File: config.mk
export PLATFORM = sky130hd
export DESIGN_NAME = stopwatch_ctrl_flat
export DESIGN_NICKNAME = d
export VERILOG_FILES = /design/src/rtl/stopwatch_ctrl_if.sv /design/src/rtl/stopwatch_ctrl.sv /design/src/flat_wrapper.sv
export SDC_FILE = /design/constraint.sdc
export NUM_CORES = 1
export LEC_CHECK = 0
export CAP_MARGIN = 25
export CORE_UTILIZATION = 60
export CTS_BUF_LIST = sky130_fd_sc_hd__clkbuf_4 sky130_fd_sc_hd__clkbuf_8 sky130_fd_sc_hd__clkbuf_16
export DETAILED_ROUTE_END_ITERATION = 16
export PLACE_DENSITY = 0.79
export REMOVE_ABC_BUFFERS = 1
export SYNTH_ARGS = -nofsm -noshare
export SYNTH_HDL_FRONTEND = slang
export SYNTH_SLANG_ARGS = --single-unit
File: constraint.sdc
create_clock -name CLOCK_50 -period 2.7 [get_ports CLOCK_50]
set_clock_uncertainty 0.2 [all_clocks]
set_input_delay 0.27 -clock CLOCK_50 [delete_from_list [all_inputs] [get_ports CLOCK_50]]
set_output_delay 0.27 -clock CLOCK_50 [all_outputs]
set_load 0.02 [all_outputs]
File: src/rtl/stopwatch_ctrl_if.sv
// stopwatch_ctrl_if: push-button inputs plus counter/latch controls between stopwatch_ctrl and its datapath
interface stopwatch_ctrl_if;
    logic [1:0] KEY;
    logic       CNT_EN;
    logic       CNT_CLR;
    logic       LAP_LOAD;
    logic       LAP_HOLD;
    logic [1:0] STATE;
    modport master (input KEY, output CNT_EN, CNT_CLR, LAP_LOAD, LAP_HOLD, STATE);
    modport slave (output KEY, input CNT_EN, CNT_CLR, LAP_LOAD, LAP_HOLD, STATE);
endinterface

File: src/rtl/stopwatch_ctrl.sv
// stopwatch_ctrl: key debounce, start/stop/lap/clear FSM and centisecond prescaler
module stopwatch_ctrl #(
    parameter int DEB_CYCLES = 1_000_000,
    parameter int TICK_DIV   = 500_000
) (
    input logic              CLOCK_50,
    input logic              RESET,
    stopwatch_ctrl_if.master sw
);
    localparam int DW = $clog2(DEB_CYCLES + 1);
    localparam int TW = $clog2(TICK_DIV);
    localparam logic [1:0] IDLE = 2'b00, RUN = 2'b01, PAUSE = 2'b10, LAP = 2'b11;
    logic [1:0]    sync1, sync2, deb, press;
    logic [DW-1:0] deb_cnt [2];
    logic [TW-1:0] presc;
    logic [1:0]    state, state_nxt;
    logic          ev0, ev1, running, clr_nxt, load_nxt;
    assign sw.STATE = state;
    always_ff @(posedge CLOCK_50) begin
        if (RESET) begin
            sync1   <= '1;
            sync2   <= '1;
            deb     <= '1;
            press   <= '0;
            deb_cnt <= '{'0, '0};
        end else begin
            sync1 <= sw.KEY;
            sync2 <= sync1;
            for (int i = 0; i < 2; i++) begin
                press[i] <= 1'b0;
                if (sync2[i] == deb[i]) deb_cnt[i] <= '0;
                else if (deb_cnt[i] == DW'(DEB_CYCLES)) begin
                    deb_cnt[i] <= '0;
                    deb[i]     <= sync2[i];
                    press[i]   <= ~sync2[i];
                end else deb_cnt[i] <= deb_cnt[i] + 1'b1;
            end
        end
    end
    // RUN and LAP are the only states with bit 0 set; start/stop wins over lap/clear
    always_comb begin
        running   = state[0];
        ev0       = press[0];
        ev1       = press[1] & ~press[0];
        state_nxt = ev0 ? (running ? PAUSE : RUN) :
                    ev1 ? (running ? (state == RUN ? LAP : RUN) : IDLE) : state;
        clr_nxt   = ev1 & ~running;
        load_nxt  = ev1 & (state == RUN);
    end
    always_ff @(posedge CLOCK_50) begin
        if (RESET) begin
            state       <= IDLE;
            presc       <= '0;
            sw.CNT_EN   <= 1'b0;
            sw.CNT_CLR  <= 1'b0;
            sw.LAP_LOAD <= 1'b0;
            sw.LAP_HOLD <= 1'b0;
        end else begin
            state       <= state_nxt;
            sw.CNT_EN   <= running && presc == TW'(TICK_DIV - 1);
            sw.CNT_CLR  <= clr_nxt;
            sw.LAP_LOAD <= load_nxt;
            sw.LAP_HOLD <= state_nxt == LAP;
            presc       <= clr_nxt ? '0 : !running ? presc :
                           presc == TW'(TICK_DIV - 1) ? '0 : presc + 1'b1;
        end
    end
endmodule

File: src/flat_wrapper.sv
// flat-port wrapper written by rule: the top's interface ports become plain ports
module stopwatch_ctrl_flat 
#(
    parameter int DEB_CYCLES = 1_000_000,
    parameter int TICK_DIV   = 500_000
)
  (CLOCK_50, RESET, sw_KEY, sw_CNT_EN, sw_CNT_CLR, sw_LAP_LOAD, sw_LAP_HOLD, sw_STATE);
  stopwatch_ctrl_if sw_i ();
  input logic CLOCK_50;
  input logic RESET;
  input wire logic [$bits(sw_i.KEY)-1:0] sw_KEY;
  output wire logic [$bits(sw_i.CNT_EN)-1:0] sw_CNT_EN;
  output wire logic [$bits(sw_i.CNT_CLR)-1:0] sw_CNT_CLR;
  output wire logic [$bits(sw_i.LAP_LOAD)-1:0] sw_LAP_LOAD;
  output wire logic [$bits(sw_i.LAP_HOLD)-1:0] sw_LAP_HOLD;
  output wire logic [$bits(sw_i.STATE)-1:0] sw_STATE;
  assign sw_i.KEY = sw_KEY;
  assign sw_CNT_EN = sw_i.CNT_EN;
  assign sw_CNT_CLR = sw_i.CNT_CLR;
  assign sw_LAP_LOAD = sw_i.LAP_LOAD;
  assign sw_LAP_HOLD = sw_i.LAP_HOLD;
  assign sw_STATE = sw_i.STATE;
  stopwatch_ctrl #(.DEB_CYCLES(DEB_CYCLES), .TICK_DIV(TICK_DIV)) u_core (.CLOCK_50(CLOCK_50), .RESET(RESET), .sw(sw_i));
endmodule
### Word-level counts from Yosys, hierarchy flattened

Index checks and enable logic that the tools add are counted.
W data, S select, Z words.

* ROM bits: 0
* register bits: 73
* memories: 0
* RAM bits: 0
* word-level logic and storage cells: 49
* bits in latches: 0
* input bits: 4
* output and inout port bits: 6

* shift operators: 0
* div/mod/pow operators: 0
* bitwise logic cells: 11
* reduce and logical (&&, ||, !) cells: 8
* multiplexer cells: 6
* multiply operators: 0
* eq/ne operators: 7
* magnitude comparators: 0
* add/subtract/negate cells: 3

Operators by type and width (count)
* $add A20 B1 Y20 const B: 2
* $eq A20 B20 Y1 const B: 2
* $add A19 B1 Y19 const B: 1
* $eq A19 B19 Y1 const B: 1
* $mux W19: 1
* $reduce_or A3 Y1: 4
* $mux W2: 5
* $not A1 Y1: 8
* $reduce_and A2 Y1: 2
* $and A1 B1 Y1: 3
* $eq A1 B1 Y1: 2
* $eq A2 B1 Y1 const B: 1
* $eq A2 B2 Y1 const B: 1
* $reduce_or A2 Y1: 1
* $logic_and A1 B1 Y1: 1

### Logic depth before layout (Yosys ltp)

* depth in word-level cells: 6
* gate-level depth with buffers: 6
* gate-level depth less buffers: 5

### Worst setup path after synthesis

Ideal clock, no wire load.

* path type: register -> register
* start point: register u_core.deb_cnt[20] (netlist bit)
* end point: register u_core.deb_cnt[38] (netlist bit)
* arrival: 1.765 ns
* data required time: 2.430 ns
* path buffers: 0
* clock period less this slack: 2.034 ns
* library setup time: 0.070 ns
* slack: 0.666 ns
* cell stages (with the launch flop): 6
* cells stage by stage: dfxtp_1 > ha_1 > nand3_1 > or3_1 > or4_1 > a21oi_1

* cells in the longest elaborated chain, start to end: 2
* elaborated cells between the ends (all ways): 3
* those cells by class: 1 x add/sub; 1 x eq/ne; 1 x reduce/logical

RTL lines
* start, declared: line stopwatch_ctrl.sv:14 `logic [DW-1:0] deb_cnt [2];`
* start signal, assigned: line stopwatch_ctrl.sv:25 `deb_cnt <= '{'0, '0};`
* start signal, assigned by index: line stopwatch_ctrl.sv:36 `end else deb_cnt[i] <= deb_cnt[i] + 1'b1;`
* branches (longest 2 deep; another with $add A20 B1 Y20)

Several ways; the timed one is not identified.
A chain may end at the register's enable or synchronous reset.

### Worst setup path after layout

* start point: register u_core.presc[9]
* end point: register u_core.presc[4]

* cells in the longest elaborated chain, start to end: 2

RTL lines
* start, declared: line stopwatch_ctrl.sv:15 `logic [TW-1:0] presc;`
* start signal, assigned: line stopwatch_ctrl.sv:64 `presc <= clr_nxt ? '0 : !running ? presc :`
* $eq A19 B19 Y1: line stopwatch_ctrl.sv:65 `presc == TW'(TICK_DIV - 1) ? '0 : presc + 1'b1;`
* $mux W19: line stopwatch_ctrl.sv:65

No other way between the ends.

==> out/summary.txt <==
routed wire length: 5.788 mm
Setup-failing EPs final: 0
Bufs and invs on worst path: 0
chip width: 75.75 um
Worst R2R Start: u_core.presc[9]
clk sink count: 73
most frequently used flop master after synthesis: dfxtp_1
CTS tree: done
max-cap check violation count: 0
first-pass GRT wire length: 9.611 mm
DR vias: 2555
WL/cell: 12.69 um
Period minus WS final: 2.200 ns
io pins: 10
Arrival @ worst endpoint: 2.22 ns
core area: 0.005172 sq mm
critical path capture point type: flip-flop
Max Buffers Root-to-Sink: 2
WHS: 0.2128 ns
compound-cell area share of the yosys netlist: 0.07362
RSZ-0062 raised after global routing: false
number of flops mapped to enable cells by yosys: 0
clk_lat worst skew: 0.34 ns
adder-cell area share of the yosys netlist: 0.01917
Netlist cell types: 46
crit path launch type: flip-flop
Slowest-stage cell, CP: or4_1
largest net degree at the start of global routing: 21
DR DRC count: 0
die footprint: 0.005737 sq mm
FP Rows: 26
critical-path cell list: or4_1 > or4_4 > o21ai_4 > nor2_1
status: complete, no violations
leakage power: 0.001096 uW
vias in the first global route: 2206
critical path peak fanout: 19
antenna viol nets, final: 0
initial antenna violation count: 0
Post-synth ARST share: 0
DRT iter0 DRCs: 75
type of the tightest min-delay check: flip-flop to flip-flop
Power Total: 2129 uW
number of fill cells in the layout: 411
Hold Vio Cnt, Final: 0
setup TNS: 0 ns
# port buffers: 9
total CTS buffers: 9
cell class contributing the biggest share of worst-path delay: simple AND/OR/NAND/NOR gates
Placer Congestion: 0.7805
Post-Syn Area: 0.003263 sq mm
crit path launch: u_core.presc[9]
WS Path Type: flip-flop to flip-flop
setup bufs post-CTS: 0
CTS Hold Buffers Added: 0
average size of a mapped cell: 8.819 sq um
hpwl dp: 3.950 mm
Synth Area in XOR/XNOR: 0.1154
DIE HEIGHT: 75.75 um
placed cells: 440
yosys synthesis warning count: 0
worst slew pin tran: 0.7094 ns
fin. max-slew vios: 0
area of the multi-input gates: 0.001652 sq mm
root buffer cell: clkbuf_8
Area Growth Syn to Fin: 11.39%
mux share of post-synthesis cell area: 0.003067
nets: 390
Initial Util: 0.6309
vias per std cell: 5.603
largest family of logic cells by synthesized area: simple AND/OR/NAND/NOR gates
post-synthesis register bit count: 73
DRT Pass-1 Iters: 4
ant diodes: 0
cell count after synthesis: 370
share of layout cells above drive strength 1: 0.09845
Register Area: 0.001461 sq mm
post_cts resized: 0
Clock H-tree levels: 3
period utilization: 0.8150
Slew HR: 0.5227
Max Clock Freq: 454.5 MHz
simple-gate area share of the yosys netlist: 0.2949
post-synthesis sequential area ratio: 0.4479
clock slew at reported path FFs: 0.08 ns
Tot GR Track Use: 0.2231
CP max stage delay: 0.52 ns
WP data required: 2.72 ns
final cell count without fillers: 456
pwr/cell area: 585.8 mW/mm^2
GRT overflow: 0
peak supply drop: 0.0003410 V
critical hold path startpoint: u_core.sync1[0]
-- layer usage --
metal | share of wire | routed length, um | vias to the layer above | track usage
li1 | - | - | 1318 | -
met1 | 0.49 | 2859 | 1196 | 0.2864
met2 | 0.46 | 2644 | 30 | 0.3461
met3 | 0.029 | 165 | 11 | 0.05026
met4 | 0.021 | 119 | 0 | 0.1255
met5 | 0 | 0 | - | 0
-- final cells by class --
cell class                 instances  area share
clock inverter                     7     0.03270
sequential                        73      0.4021
tap                               70     0.02410
inverter                          17     0.01756
multi-input combinational        266      0.4544
clock buffer                       9     0.03408
timing repair buffer              14     0.03511
-- cell usage after synthesis (2+ instances only) --
library cell,count,area (sq um)
nand2_1,20,75.07
nor4_1,10,62.56
or2_2,5,31.28
a21oi_1,16,80.08
nor3_1,11,55.05
and4_1,5,43.79
nor4b_1,5,43.79
and3_1,3,18.77
ha_1,5,62.56
or4_4,2,22.52
nand4b_1,2,17.52
buf_6,2,22.52
inv_1,17,63.81
o21ai_0,10,50.05
a31o_2,3,26.28
nor2b_1,2,12.51
or3_1,8,50.05
xnor2_1,33,289.0
nand3_1,17,85.08
buf_2,3,15.01
xor2_1,10,87.58
dfxtp_1,73,1461
nand4_1,13,81.33
or4_1,7,52.55
o31ai_1,6,45.04
nor2_1,57,214.0
clkbuf_1,6,22.52
-- power breakdown --
part	internal [uW]	total (uW)	switching, uW	leakage (uW)
registers	1080	1080	2.49	0.000589
logic	11.8	28.1	16.4	0.000391
clock network	613	1020	406	0.000115
total	1700	2130	425	0.00110
-- cell usage in the layout, fill, tap and decap left out, drive strengths merged, types with 11 or more instances in the layout --
cell	instances
xnor2	33
nor2	57
nand2	20
nand4	14
inv	17
a21oi	16
nor3	11
o21ai	11
nand3	17
dfxtp	73
-- final timing paths --
kind | to | slack [ns] | depth (start not counted)
setup reg to reg | u_core.presc[4] | 0.50 | 4
hold / removal | u_core.sync2[0] | 0.21 | 1
hold reg to reg | u_core.sync2[0] | 0.21 | 1
setup / recovery | u_core.presc[4] | 0.50 | 4
-- sequential cells by signal, indices dropped and copies added, names as in the netlist --
name,flops
u_core.deb,2
u_core.deb_cnt,40
u_core.presc,19
u_core.press,2
u_core.sw.CNT_CLR,1
u_core.sw.CNT_EN,1
u_core.sw.LAP_HOLD,1
u_core.sw.LAP_LOAD,1
u_core.sw.STATE,2
u_core.sync1,2
u_core.sync2,2
-- cell families after synthesis --
kind of cell	Yosys count
flip-flops	73
multiplexers	1
AND/OR/NAND/NOR	178
adder cells (fa/ha/maj)	5
buffers and inverters	31
XOR/XNOR	43
AO/OA/AOI/OAI	39
-- per-stage QoR --
stage          worst slack, ns  area [sq um]  utilization
6_report                0.4996          3635       0.7027
4_1_cts                 0.4927          3635       0.7027
3_5_place_dp            0.5030          3392       0.6558
5_1_grt                 0.3692          3635       0.7027
2_1_floorplan           0.3185          3177            -
3_3_place_gp            0.5016          3392       0.6558
No activity file was read; power rests on OpenSTA's default activity.
